**src/rtl/line_mask_gen.sv**
```systemverilog
// Line raster/mask generator: streams one column-major frame of pixel coordinates with a mask
// marking an incrementally (DDA) rasterised line. Define LINE_THICK_EN for a 3-pixel-wide line.
module line_mask_gen #(
  parameter int H_ACTIVE   = 240,
  parameter int V_ACTIVE   = 320,
  parameter int FRAC_BITS  = 2,
  parameter int ACC_W      = 24,
  parameter int GAP_CYCLES = 10
) (
  input  logic              clk_65mhz,
  input  logic              rst_in_n,
  input  logic              param_valid,
  output logic              param_ready,
  input  logic signed [8:0] slope,
  input  logic signed [8:0] offset,
  input  logic              vert,
  output logic [10:0]       hcount,
  output logic [9:0]        vcount,
  output logic              pix_valid,
  output logic              mask_cr,
  output logic              frame_start,
  output logic              frame_done
);

  typedef enum logic [1:0] {IDLE, RUN, GAP} state_e;

  localparam logic [10:0] H_LAST = 11'(H_ACTIVE - 1);
  localparam logic [9:0]  V_LAST = 10'(V_ACTIVE - 1);
  localparam int          GAP_W  = (GAP_CYCLES > 1) ? $clog2(GAP_CYCLES) : 1;
  localparam logic [GAP_W-1:0] GAP_LAST = GAP_W'((GAP_CYCLES > 0) ? GAP_CYCLES - 1 : 0);

  state_e                  state_q, state_d;
  logic [GAP_W-1:0]        gap_q, gap_d;
  logic [10:0]             h_q, h_d;
  logic [9:0]              v_q, v_d;
  logic signed [ACC_W-1:0] acc_q, acc_d;
  logic signed [8:0]       slope_q, slope_d;
  logic signed [8:0]       offset_q, offset_d;
  logic                    vert_q, vert_d;
  logic                    pix_valid_q, pix_valid_d;
  logic                    mask_q, mask_d;
  logic                    start_q, start_d;
  logic                    done_q, done_d;
  logic                    ready_q, ready_d;

  logic accept, last_pix, gap_done;

  assign accept   = (state_q == IDLE) && ready_q && param_valid;
  assign last_pix = (state_q == RUN) && (h_q == H_LAST) && (v_q == V_LAST);
  assign gap_done = (state_q == GAP) && (gap_q == GAP_LAST);

  // State register plus every registered output and datapath register.
  always_ff @(posedge clk_65mhz or negedge rst_in_n) begin
    if (!rst_in_n) begin
      state_q     <= IDLE;
      gap_q       <= '0;
      h_q         <= '0;
      v_q         <= '0;
      acc_q       <= '0;
      slope_q     <= '0;
      offset_q    <= '0;
      vert_q      <= 1'b0;
      pix_valid_q <= 1'b0;
      mask_q      <= 1'b0;
      start_q     <= 1'b0;
      done_q      <= 1'b0;
      ready_q     <= 1'b0;
    end else begin
      // NOTE: non-blocking so every register samples pre-edge values, independent of order.
      state_q     <= state_d;
      gap_q       <= gap_d;
      h_q         <= h_d;
      v_q         <= v_d;
      acc_q       <= acc_d;
      slope_q     <= slope_d;
      offset_q    <= offset_d;
      vert_q      <= vert_d;
      pix_valid_q <= pix_valid_d;
      mask_q      <= mask_d;
      start_q     <= start_d;
      done_q      <= done_d;
      ready_q     <= ready_d;
    end
  end

  always_comb begin
    // NOTE: default first so no path leaves the variable unassigned (no inferred latch).
    state_d = state_q;
    unique case (state_q)
      IDLE:    if (accept)   state_d = RUN;
      RUN:     if (last_pix) state_d = (GAP_CYCLES > 0) ? GAP : IDLE;
      GAP:     if (gap_done) state_d = IDLE;
      default: state_d = IDLE;
    endcase
  end

  // Scan counters and DDA accumulator; coordinates are held at zero outside RUN.
  always_comb begin
    slope_d  = slope_q;
    offset_d = offset_q;
    vert_d   = vert_q;
    acc_d    = acc_q;
    h_d      = '0;
    v_d      = '0;
    gap_d    = (state_q == GAP) ? gap_q + 1'b1 : '0;
    if (accept) begin
      slope_d  = slope;
      offset_d = offset;
      vert_d   = vert;
      acc_d    = {{(ACC_W-9){offset[8]}}, offset} <<< FRAC_BITS;
    end else if ((state_q == RUN) && !last_pix) begin
      if (v_q == V_LAST) begin
        h_d   = h_q + 1'b1;
        acc_d = acc_q + {{(ACC_W-9){slope_q[8]}}, slope_q};
      end else begin
        h_d = h_q;
        v_d = v_q + 1'b1;
      end
    end
  end

  // Mask is evaluated on the next pixel so it lines up with the registered coordinates.
  logic signed [ACC_W-1:0] target_d, dv, dh;
  logic                    hit_v, hit_h;

  assign target_d = acc_d >>> FRAC_BITS;
  assign dv = $signed({{(ACC_W-10){1'b0}}, v_d}) - target_d;
  assign dh = $signed({{(ACC_W-11){1'b0}}, h_d}) - $signed({{(ACC_W-9){offset_d[8]}}, offset_d});

`ifdef LINE_THICK_EN
  assign hit_v = (dv == '0) || (dv == ACC_W'(1)) || (dv == '1);
  assign hit_h = (dh == '0) || (dh == ACC_W'(1)) || (dh == '1);
`else
  assign hit_v = (dv == '0);
  assign hit_h = (dh == '0);
`endif

  always_comb begin
    pix_valid_d = (state_d == RUN);
    ready_d     = (state_d == IDLE);
    start_d     = accept;
    done_d      = pix_valid_d && (h_d == H_LAST) && (v_d == V_LAST);
    mask_d      = pix_valid_d && (vert_d ? hit_h : hit_v);
  end

  assign param_ready = ready_q;
  assign hcount      = h_q;
  assign vcount      = v_q;
  assign pix_valid   = pix_valid_q;
  assign mask_cr     = mask_q;
  assign frame_start = start_q;
  assign frame_done  = done_q;

endmodule

```
**config.mk**
```make
export PLATFORM = sky130hd
export DESIGN_NAME = line_mask_gen
export DESIGN_NICKNAME = d
export VERILOG_FILES = /design/src/rtl/line_mask_gen.sv
export SDC_FILE = /design/constraint.sdc
export NUM_CORES = 1
export LEC_CHECK = 0
export BUFFER_PORTS_ARGS = -buffer_cell sky130_fd_sc_hd__buf_2
export CAP_MARGIN = 20
export CORE_MARGIN = 2
export CORE_UTILIZATION = 30
export CTS_CLUSTER_DIAMETER = 80
export CTS_CLUSTER_SIZE = 20
export DETAILED_ROUTE_END_ITERATION = 8
export GPL_TIMING_DRIVEN = 1
export SLEW_MARGIN = 15
export SYNTH_ARGS = -nofsm -noshare
export SYNTH_HDL_FRONTEND = slang
export SYNTH_SLANG_ARGS = --single-unit
```
**constraint.sdc**
```tcl
create_clock -name clk_65mhz -period 5.1 [get_ports clk_65mhz]
set_input_delay 0 -clock clk_65mhz [delete_from_list [all_inputs] [get_ports clk_65mhz]]
set_output_delay 0 -clock clk_65mhz [all_outputs]
set_load 0.01 [all_outputs]
```
==> PnR_summary.wiki <==
{| class="wikitable"
! Metric !! Value
|-
| Total nets after synthesis || 722
|-
| Fill cell count || 1836
|-
| Post-route fraction of the period consumed by the critical path || 0.882
|-
| Final Hold Viols || 0
|-
| Root buffer cell || sky130_fd_sc_hd__clkbuf_16
|-
| Area occupied by multi-input gates || 0.00349 mm²
|-
| Hold wc startpoint || offset[2]
|-
| Flip-flop and latch count after synthesis || 75
|-
| Nature of the critical path endpoint || flip-flop
|-
| Final Max Tran Viols || 0
|-
| Wire length reported by the detailed router || 14700 µm
|-
| Sum of negative setup slack || 0 ns
|-
| Total setup buffers inserted after CTS || 0
|-
| Largest voltage drop on the vdd net || 0.000137 V
|-
| Sequential share of the synthesized area || 0.337
|-
| Number of max-capacitance violations reported || 0
|-
| Register area || 0.00188 mm²
|-
| Mean instance size in the synthesized netlist || 8.56 µm²
|-
| Pre-CTS setup slack || 0.712 ns
|-
| Least setup slack across all paths after layout || 0.604 ns
|-
| Arrival time at the worst endpoint || 4.73 ns
|-
| CTS sink cnt || 75
|-
| Initial antenna violation count || 0
|-
| Unique masters post-synth || 63
|-
| IO Count || 48
|-
| Critical Setup Path Class || flip-flop to flip-flop
|-
| Final Non-Filler Cells || 941
|-
| Core outline area || 0.0181 mm²
|-
| Iteration count of the initial detailed-routing pass || 5
|-
| Final RePlAce weighted congestion || 0.879
|-
| Final net count || 780
|-
| Slew margin rel. || 0.340
|-
| Number of cells produced by synthesis || 650
|-
| Initial standard-cell utilization of the core || 0.308
|-
| DR DRC count || 0
|-
| Area added between synthesis and finish || 16.7%
|-
| Number of global-route vias before repair || 4546
|-
| Setup violations, final || 0
|-
| Post-Place Cells || 915
|-
| Detail-routed net length per standard cell || 15.6 µm
|-
| Hold bufs inserted after CTS || 11
|-
| Largest net degree at the start of global routing || 76
|-
| Launching instance or port of the critical path || vcount[7]
|-
| Data required time at the worst endpoint || 5.34 ns
|-
| Std cell rows || 49
|-
| Share of final-layout standard cells stronger than drive strength 1 || 0.121
|-
| Clock insertion delay at the later pin of the skew report || 0.35 ns
|-
| Clock tree buffer depth || 2
|-
| GRT Overall Usage || 0.154
|-
| Total of cells resized after clock tree synthesis || 0
|-
| Global route overflow || 0
|-
| Leak pwr || 3.20 nW
|-
| H-tree depth || 3
|-
| Number of enable-type register cells in the synthesized netlist || 0
|-
| Proportion of register bits with asynchronous set or reset after synthesis || 1.00
|-
| Launch instance of the worst register-to-register path || vcount[7]
|-
| Crit path launch type || flip-flop
|-
| Area of the die || 0.0197 mm²
|-
| Crit path max fanout || 13
|-
| Die boundary width || 140 µm
|-
| Final critical delay including setup and external delays || 4.50 ns
|-
| Vias || 4817
|-
| Number of routed nets with antenna violations || 0
|-
| Path category of the worst min-delay check || input pin to flip-flop
|-
| RSZ-0062 raised after global routing || false
|-
| Global-route wire length before repair || 24100 µm
|-
| P per Cell Area || 205 mW/mm²
|-
| Dpl hpwl || 11100 µm
|-
| Slew at the pin with the worst max-slew slack || 0.989 ns
|-
| Status || completed
|-
| CTS tree || built
|-
| Primary FF master, synth || sky130_fd_sc_hd__dfrtp_1
|-
| Inserted Clock Buffers || 9
|-
| Number of port buffers || 47
|-
| DR iter-0 viols || 311
|-
| Vertical die dimension || 140 µm
|-
| Clock tree skew after final layout || 0.00579 ns
|-
| Summed instance area of the synthesized netlist || 0.00557 mm²
|-
| Clock-pin slew reported for the worst setup and hold paths after clock tree synthesis || 0.06 ns
|-
| Post-detailed-route via-to-cell ratio || 5.12
|-
| Number of antenna diodes || 0
|-
| Achievable clock frequency || 0.222 GHz
|-
| Count of synthesis-stage warnings from yosys || 0
|}
[sequential cells by signal, indices dropped and copies added (netlist names)]
signal	count
param_ready	1
slope_q	9
frame_done	1
hcount	11
pix_valid	1
offset_q	9
acc_q	24
frame_start	1
vcount	10
gap_q	4
mask_cr	1
vert_q	1
state_q	2
[per-layer routing]
metal	GRT usage	share of wire
met1	0.222	0.51
met2	0.240	0.44
met3	0.0202	0.038
met4	0.0478	0.015
met5	0	0
[placed cells by master (no fill, tap or decap), types with 3 or more instances in the layout]
cell,count
sky130_fd_sc_hd__a211o_1,4
sky130_fd_sc_hd__a211oi_1,8
sky130_fd_sc_hd__a21o_1,15
sky130_fd_sc_hd__a21oi_1,44
sky130_fd_sc_hd__a22oi_1,3
sky130_fd_sc_hd__a31oi_1,11
sky130_fd_sc_hd__and2_1,12
sky130_fd_sc_hd__and3_1,12
sky130_fd_sc_hd__and4_1,7
sky130_fd_sc_hd__buf_2,46
sky130_fd_sc_hd__buf_4,9
sky130_fd_sc_hd__clkbuf_16,9
sky130_fd_sc_hd__dfrtp_1,75
sky130_fd_sc_hd__dlygate4sd3_1,11
sky130_fd_sc_hd__ha_1,49
sky130_fd_sc_hd__inv_1,30
sky130_fd_sc_hd__mux2i_1,8
sky130_fd_sc_hd__nand2_1,82
sky130_fd_sc_hd__nand2b_1,10
sky130_fd_sc_hd__nand3_1,19
sky130_fd_sc_hd__nand4_1,9
sky130_fd_sc_hd__nor2_1,64
sky130_fd_sc_hd__nor2b_1,9
sky130_fd_sc_hd__nor3_1,15
sky130_fd_sc_hd__nor3b_1,3
sky130_fd_sc_hd__nor4_1,4
sky130_fd_sc_hd__o211ai_1,9
sky130_fd_sc_hd__o21a_1,16
sky130_fd_sc_hd__o21ai_0,21
sky130_fd_sc_hd__o31ai_1,5
sky130_fd_sc_hd__or2_2,5
sky130_fd_sc_hd__or3_1,3
sky130_fd_sc_hd__xnor2_1,21
sky130_fd_sc_hd__xor2_1,18
[cell type report]
class,instances,area share
clock buffer,11,0.0389
clock inverter,4,0.0114
inverter,30,0.0173
multi-input combinational,526,0.537
sequential,75,0.289
tap,229,0.0441
timing repair buffer,66,0.0628
[logic make-up (layout without fill, tap and decap cells)]
logic type | count (synthesis) | count (layout) | synth area share
simple gates | 269 | 269 | 0.246
compound gates | 158 | 158 | 0.187
flops | 75 | 75 | 0.337
fa+ha+maj | 50 | 50 | 0.114
buf+inv | 49 | 111 | 0.0362
xor+xnor | 39 | 39 | 0.0614
mux | 10 | 10 | 0.0184
[through the flow]
stage               hold slack [ns]  utilization  cell area (µm²)  power, mW
floorplan                    -0.296            -             5570      0.607
global placement              0.188        0.335             6060      0.628
detailed placement            0.194        0.335             6060      0.628
CTS                          0.0181        0.359             6500       1.35
global route                 0.0485        0.359             6500       1.37
finish                       0.0241        0.359             6500       1.33
[Yosys cell counts (3+ instances only)]
library cell | instances | area share
sky130_fd_sc_hd__nand2_1 | 82 | 0.055
sky130_fd_sc_hd__dfrtp_1 | 75 | 0.34
sky130_fd_sc_hd__nor2_1 | 64 | 0.043
sky130_fd_sc_hd__ha_1 | 49 | 0.11
sky130_fd_sc_hd__a21oi_1 | 44 | 0.040
sky130_fd_sc_hd__inv_1 | 30 | 0.020
sky130_fd_sc_hd__o21ai_0 | 21 | 0.019
sky130_fd_sc_hd__xnor2_1 | 21 | 0.033
sky130_fd_sc_hd__nand3_1 | 19 | 0.017
sky130_fd_sc_hd__xor2_1 | 18 | 0.028
sky130_fd_sc_hd__o21a_1 | 16 | 0.022
sky130_fd_sc_hd__a21o_1 | 15 | 0.020
sky130_fd_sc_hd__nor3_1 | 15 | 0.013
sky130_fd_sc_hd__and2_1 | 12 | 0.013
sky130_fd_sc_hd__and3_1 | 12 | 0.013
sky130_fd_sc_hd__a31oi_1 | 11 | 0.012
sky130_fd_sc_hd__clkbuf_1 | 11 | 0.0074
sky130_fd_sc_hd__nand2b_1 | 10 | 0.011
sky130_fd_sc_hd__nand4_1 | 9 | 0.010
sky130_fd_sc_hd__nor2b_1 | 9 | 0.010
sky130_fd_sc_hd__o211ai_1 | 9 | 0.012
sky130_fd_sc_hd__a211oi_1 | 8 | 0.011
sky130_fd_sc_hd__mux2i_1 | 8 | 0.014
sky130_fd_sc_hd__and4_1 | 7 | 0.011
sky130_fd_sc_hd__o31ai_1 | 5 | 0.0067
sky130_fd_sc_hd__or2_2 | 5 | 0.0056
sky130_fd_sc_hd__a211o_1 | 4 | 0.0063
sky130_fd_sc_hd__buf_1 | 4 | 0.0027
sky130_fd_sc_hd__nor4_1 | 4 | 0.0045
sky130_fd_sc_hd__a22oi_1 | 3 | 0.0040
sky130_fd_sc_hd__nor3b_1 | 3 | 0.0040
sky130_fd_sc_hd__or3_1 | 3 | 0.0034
[where the power goes]
part	internal [mW]	total, mW	switching (mW)
clock network	0.452	0.710	0.258
logic	0.0116	0.0270	0.0154
registers	0.595	0.595	0
[final timing paths]
check | end | depth (start not counted) | slack [ns]
setup / recovery | mask_cr | 17 | 0.60
hold / removal | acc_q[4] | 4 | 0.02
setup reg to reg | mask_cr | 17 | 0.60
hold reg to reg | slope_q[0] | 2 | 0.48
max in group asynchronous | gap_q[1] | 2 | 4.10
min in group asynchronous | offset_q[4] | 2 | 0.36
[critical path, cell delays in order (launching register included)]
cell and delay, ns:
sky130_fd_sc_hd__dfrtp_1 0.46, sky130_fd_sc_hd__or4b_4 0.57, sky130_fd_sc_hd__nor4_4 0.33, sky130_fd_sc_hd__nand2_2 0.25
sky130_fd_sc_hd__nor2_1 0.16, sky130_fd_sc_hd__a21oi_1 0.05, sky130_fd_sc_hd__o21a_1 0.20, sky130_fd_sc_hd__ha_1 0.29
sky130_fd_sc_hd__nor2b_1 0.18, sky130_fd_sc_hd__o21a_1 0.15, sky130_fd_sc_hd__o21ai_0 0.12, sky130_fd_sc_hd__a21oi_1 0.31
sky130_fd_sc_hd__a211oi_1 0.15, sky130_fd_sc_hd__or3_4 0.37, sky130_fd_sc_hd__nor4_4 0.22, sky130_fd_sc_hd__o211ai_1 0.17
sky130_fd_sc_hd__mux2i_1 0.17, sky130_fd_sc_hd__a32o_1 0.22
(Power assumes the default switching activity.)
